[src/rtl/modmul_datapath.sv]
// ---------------------------------------------------------------------------
// modmul_datapath
//
// Execution datapath of an interleaved (MSB-first, shift-and-add) modular
// multiplier computing C = A*B mod N. It holds the operand, modulus,
// multiplier, accumulator and bit-counter registers. Each cycle it executes
// the control word issued by the controller FSM and returns a combinational
// status word that the controller uses for its decisions.
//
// Ports:
//   clk             rising-edge clock
//   rst             asynchronous reset, active-low; clears every register
//   Control_Signal  [14] LoadA   [13] LoadN   [12] LoadCoun [11] LoadB
//                   [10] ShiftB  [9]  LoadC   [8]  ShiftC   [7]  S_Coun
//                   [6]  S_Comp1 [5]  S_Comp2 [4]  S_AS1    [3:2] S_AS2
//                   [1]  S_C (reserved)       [0]  AS (reserved)
//   A_in, B_in      multiplicand (must be below N) and multiplier
//   N_in            modulus, nonzero
//   Status_Signal   [2] S_Coun ? cnt==0 : S_Comp1 & (C>N)
//                   [1] S_Comp2 & (C==N)
//                   [0] current multiplier bit B[W-1]
//   Result          low W bits of the accumulator C
// ---------------------------------------------------------------------------
module modmul_datapath #(
  parameter int W = 8
) (
  input  logic         clk,
  input  logic         rst,
  input  logic [14:0]  Control_Signal,
  input  logic [W-1:0] A_in,
  input  logic [W-1:0] B_in,
  input  logic [W-1:0] N_in,
  output logic [2:0]   Status_Signal,
  output logic [W-1:0] Result
);

  localparam int            CW       = $clog2(W + 1);
  localparam logic [CW-1:0] CNT_INIT = CW'(W);

  // Control word fields
  logic       load_a;
  logic       load_n;
  logic       load_coun;
  logic       load_b;
  logic       shift_b;
  logic       load_c;
  logic       shift_c;
  logic       s_coun;
  logic       s_comp1;
  logic       s_comp2;
  logic       s_as1;
  logic [1:0] s_as2;
  logic       unused_reserved;

  assign load_a    = Control_Signal[14];
  assign load_n    = Control_Signal[13];
  assign load_coun = Control_Signal[12];
  assign load_b    = Control_Signal[11];
  assign shift_b   = Control_Signal[10];
  assign load_c    = Control_Signal[9];
  assign shift_c   = Control_Signal[8];
  assign s_coun    = Control_Signal[7];
  assign s_comp1   = Control_Signal[6];
  assign s_comp2   = Control_Signal[5];
  assign s_as1     = Control_Signal[4];
  assign s_as2     = Control_Signal[3:2];

  // S_C and AS are reserved: accepted but deliberately without effect.
  assign unused_reserved = ^Control_Signal[1:0];

  // Registers
  logic [W-1:0]  a_q, a_d;
  logic [W-1:0]  n_q, n_d;
  logic [W-1:0]  b_q, b_d;
  logic [W:0]    c_q, c_d;
  logic [CW-1:0] cnt_q, cnt_d;

  // Accumulator arithmetic is one bit wider than the operands and wraps
  // modulo 2^(W+1); with A<N and C<N at iteration start C stays below 2N.
  logic [W:0] n_ext;
  logic [W:0] c_sub_n;
  logic [W:0] c_add_a;

  assign n_ext   = {1'b0, n_q};
  assign c_sub_n = c_q - n_ext;
  assign c_add_a = c_q + {1'b0, a_q};

  // Next-state selection for all registers; loads win over shifts.
  always_comb begin
    a_d   = a_q;
    n_d   = n_q;
    b_d   = b_q;
    c_d   = c_q;
    cnt_d = cnt_q;

    if (load_a) a_d = A_in;
    if (load_n) n_d = N_in;

    if (load_b)       b_d = B_in;
    else if (shift_b) b_d = {b_q[W-2:0], 1'b0};

    // Counter decrements saturate at zero so the controller can over-count.
    if (load_coun) begin
      if (!s_coun)             cnt_d = CNT_INIT;
      else if (cnt_q != '0)    cnt_d = cnt_q - CW'(1);
    end

    // S_AS2 values 1 and 3 both select subtraction.
    if (load_c) begin
      if (!s_as1) begin
        c_d = '0;
      end else begin
        case (s_as2)
          2'd0:    c_d = c_q;
          2'd2:    c_d = c_add_a;
          default: c_d = c_sub_n;
        endcase
      end
    end else if (shift_c) begin
      c_d = {c_q[W-1:0], 1'b0};
    end
  end

  always_ff @(posedge clk or negedge rst) begin
    if (!rst) begin
      a_q   <= '0;
      n_q   <= '0;
      b_q   <= '0;
      c_q   <= '0;
      cnt_q <= '0;
    end else begin
      a_q   <= a_d;
      n_q   <= n_d;
      b_q   <= b_d;
      c_q   <= c_d;
      cnt_q <= cnt_d;
    end
  end

  // Zero-latency status: the controller samples it in the same cycle it
  // sets the select bits. C>N and C==N are mutually exclusive, so [2:1]
  // never reads 11 in compare mode.
  always_comb begin
    Status_Signal[2] = s_coun ? (cnt_q == '0) : (s_comp1 & (c_q > n_ext));
    Status_Signal[1] = s_comp2 & (c_q == n_ext);
    Status_Signal[0] = b_q[W-1];
  end

  assign Result = c_q[W-1:0];

endmodule
[config.mk]
export PLATFORM = sky130hd
export DESIGN_NAME = modmul_datapath
export DESIGN_NICKNAME = d
export VERILOG_FILES = /design/src/rtl/modmul_datapath.sv
export SDC_FILE = /design/constraint.sdc
export NUM_CORES = 1
export LEC_CHECK = 0
export BUFFER_PORTS_ARGS = -buffer_cell sky130_fd_sc_hd__buf_4
export CAP_MARGIN = 20
export CORE_ASPECT_RATIO = 0.6
export CORE_MARGIN = 2
export CORE_UTILIZATION = 60
export CTS_BUF_LIST = sky130_fd_sc_hd__clkbuf_8
export DETAILED_ROUTE_END_ITERATION = 7
export HOLD_SLACK_MARGIN = 0.02
export PLACE_DENSITY = 0.92
export SLEW_MARGIN = 20
export SYNTH_ARGS = -nofsm -noshare
export SYNTH_HDL_FRONTEND = slang
export SYNTH_SLANG_ARGS = --single-unit
export TNS_END_PERCENT = 50
[constraint.sdc]
create_clock -name clk -period 3.9 [get_ports clk]
set_input_delay 0.585 -clock clk [delete_from_list [all_inputs] [get_ports clk]]
set_output_delay 0.585 -clock clk [all_outputs]
set_load 0.005 [all_outputs]
==> flow_metrics.tcl <==
set metrics [dict create \
    grt_pass1_vias 2096 \
    peakVddDrop_v 0.000218 \
    n_antenna_cell 0 \
    syn-instance-count 287 \
    grt.total_usage 0.266 \
    core_area_um2 4080 \
    routabilityCongestion 0.890 \
    switching_share 0.384 \
    overflow 0 \
    final.setup.tns_ps 0 \
    routedWlPerCell_um 15.6 \
    viasPerCell 5.94 \
    die_area_um2 4780 \
    synth_edf_count 0 \
    finalClockSkew_ps 8.58 \
    ys_seq_area_frac 0.365 \
    yosysWarningCount 0 \
    fillers 295 \
    synth_area_um2 2530 \
    antenna_found_initial 0 \
    start_util 0.622 \
    tightest_slew_ps 864 \
    wl_met3_um 611 \
    path_cells "ha_1 -> a21oi_1 -> and2_1 -> nor3b_1 -> o21ai_0 -> o2bb2ai_1 -> buf_4" \
    postCtsResizedCells 0 \
    cts_hold_buf 0 \
    slew_headroom 0.423 \
    drtPass1Iterations 5 \
    die_w_um 87.9 \
    area_growth_pct 17.0 \
    timing.fmax_mhz 349 \
    maxSlewViolCount 0 \
    holdCritPathClass "in2async" \
    cts_setup_buffers 0 \
    critPathRequiredTime_ps 3310 \
    wl_met1_um 2740 \
    synthArstFlopShare 1.00 \
    cp_max_fo 7 \
    cts_buffer_depth 2 \
    rows 18 \
    pin_count 52 \
    cts_root_buffer "clkbuf_8" \
    maxCapViolCount 0 \
    cts_tree "built" \
    worst-endpoint-arrival_ps 2280 \
    path_clk_slew_ps 80 \
    dp_hpwl_um 4610 \
    highest_layer "met4" \
    ys_types 43 \
    dr_total_vias 2304 \
    pwr-share-comb 0.433 \
    p_leak_nw 1.44 \
    period_share 0.735 \
    ant_nets 0 \
    cp_slowest_cell "dfrtp_1" \
    clkPwrFrac 0.191 \
    syn_nets 348 \
    cts_sinks 37 \
    status "completed" \
    wl_met2_um 2560 \
    die-height_um 54.3 \
    postLayoutCoreUtil 0.727 \
    fin_nets 388 \
    seqPwrFrac 0.376 \
    wirelength_um 6050 \
    ys_ff_latch 37 \
    tritoncts.num_buffers 5 \
    clock_latency_ps 300 \
    fin_crit_ps 2870 \
    dr.first_iter.drc_count 184 \
    startpoint_type "register" \
    slowest_delay_ps 440 \
    syn_avg_cell_area_um2 8.83 \
    setup_viol 0 \
    end_kind "output port" \
    p_int_w 0.000843 \
    synthFlopType "dfrtp_1" \
    power.net_switching_w 0.000527 \
    post_route_cells_drive_above_1_share 0.213 \
    grt_first_pass_wirelength_um 9520 \
    cp_num_buf_inv 1 \
    grt_max_degree 38 \
    drc 0 \
    path_class "reg2out" \
    hold_viol 0 \
    power_density_nw_per_um2 462 \
    rsz0062_at_grt "false" \
    crit_family "compound AO/OA/AOI/OAI gates" \
    io_buffers 49 \
    htree_levels 2 \
]
[cell type report]
class,instances,area (um^2),share of cell area
Sequential cell,37,926,0.312
Clock inverter,3,13.8,0.00464
Inverter,16,60.1,0.0203
Clock buffer,5,68.8,0.0232
Timing Repair Buffer,50,375,0.127
Tap cell,60,75.1,0.0253
Multi-Input combinational cell,217,1450,0.488
[layer usage]
layer  vias up  global-route usage
met2       131               0.408
li1       1100                   -
met1      1053               0.370
met3        20              0.0633
met5         -                   0
met4         0              0.0974
[synthesized netlist by cell type (2+ instances only)]
cell | n | area share
mux2_2 | 9 | 0.040
nor2b_1 | 4 | 0.0099
nor3b_1 | 3 | 0.0089
nor3_1 | 7 | 0.014
a21oi_1 | 25 | 0.049
dfrtp_1 | 37 | 0.37
fa_1 | 2 | 0.016
and3_1 | 8 | 0.020
ha_1 | 18 | 0.089
inv_1 | 16 | 0.024
o211ai_1 | 4 | 0.012
a21o_1 | 2 | 0.0059
o21ai_1 | 2 | 0.0040
xor2_1 | 2 | 0.0069
buf_4 | 10 | 0.030
and2_1 | 2 | 0.0049
mux2i_1 | 12 | 0.047
o22ai_1 | 2 | 0.0049
nor2_1 | 13 | 0.019
clkbuf_1 | 7 | 0.010
a211oi_1 | 4 | 0.012
o21ai_0 | 32 | 0.063
nand2_1 | 32 | 0.047
nand2b_1 | 6 | 0.015
xnor2_1 | 2 | 0.0069
nand3_1 | 9 | 0.018
[worst register-to-register path, cell delays in order (launching register included)]
cell      delay (ps)
dfrtp_1          430
ha_1             250
fa_1             430
a211oi_2         240
nor3_1           100
or4_4            420
a221o_1          310
o211ai_1          90
[registers in the layout, indices dropped and copies added, names as in the netlist]
| register | cells |
|---|---|
| c_q | 9 |
| n_q | 8 |
| cnt_q | 4 |
| b_q | 8 |
| a_q | 8 |
[through the flow]
| stage | area, um^2 | total power (W) | setup slack [ps] | hold slack [ps] | std cells |
|---|---|---|---|---|---|
| final | 2970 | 0.00137 | 1030 | 234 | 388 |
| after global routing | 2970 | 0.00146 | 936 | 269 | 388 |
| after CTS | 2970 | 0.00136 | 1070 | 252 | 388 |
| after detailed placement | 2880 | 0.00110 | 1410 | 497 | 380 |
| after global placement | 2880 | 0.00107 | 1440 | 484 | 380 |
| after floorplan | 2530 | 0.000932 | 1700 | 289 | 287 |
[path summary, 6_finish.rpt]
path / to / slack [ps] / startpoint / depth (start not counted)
max: Status_Signal[2] / 1030 / c_q[5]$_DFFE_PN0P_ / 7
min: a_q[0]$_DFFE_PN0P_ / 230 / rst / 1
max reg2reg: c_q[8]$_DFFE_PN0P_ / 1530 / c_q[0]$_DFFE_PN0P_ / 7
min reg2reg: cnt_q[3]$_DFFE_PN0P_ / 510 / cnt_q[3]$_DFFE_PN0P_ / 2
max in group asynchronous: n_q[6]$_DFFE_PN0P_ / 3330 / rst / 1
min in group clk: b_q[1]$_DFFE_PN0P_ / 500 / B_in[1] / 3
[power groups by stage]
stage | sequential [W] | combinational, W | clock [W]
floorplan | 0.000495 | 0.000437 | 0
global placement | 0.000515 | 0.000550 | 0
detailed placement | 0.000519 | 0.000579 | 0
CTS | 0.000513 | 0.000583 | 0.000266
global route | 0.000521 | 0.000652 | 0.000284
finish | 0.000515 | 0.000594 | 0.000261
[placed cells by master, fill, tap and decap left out, types with 2 or more instances in the layout]
| cell type | synthesis | routed |
|---|---|---|
| nand2b_1 | 6 | 6 |
| o22ai_1 | 2 | 2 |
| fa_1 | 2 | 2 |
| a21o_1 | 2 | 2 |
| o211ai_1 | 4 | 4 |
| mux2i_1 | 12 | 12 |
| buf_4 | 10 | 50 |
| nand2_1 | 32 | 32 |
| clkbuf_8 | 0 | 5 |
| and2_1 | 2 | 2 |
| nor3b_1 | 3 | 3 |
| dfrtp_1 | 37 | 37 |
| o21ai_0 | 32 | 32 |
| a21oi_1 | 25 | 25 |
| clkinv_2 | 0 | 2 |
| xnor2_1 | 2 | 2 |
| nor2b_1 | 4 | 4 |
| mux2_2 | 9 | 9 |
| nor3_1 | 7 | 7 |
| o21ai_1 | 2 | 2 |
| nand3_1 | 9 | 9 |
| ha_1 | 18 | 18 |
| a211oi_1 | 4 | 4 |
| nor2_1 | 13 | 13 |
| xor2_1 | 2 | 2 |
| inv_1 | 16 | 17 |
| and3_1 | 8 | 8 |
[logic make-up after synthesis]
group,Yosys count,synth area share
buf+inv,33,0.0637
simple gates,90,0.175
compound gates,82,0.190
xor+xnor,4,0.0138
flops,37,0.365
fa+ha+maj,20,0.105
mux,21,0.0874
Note: power is estimated with default switching activity, not from simulation.
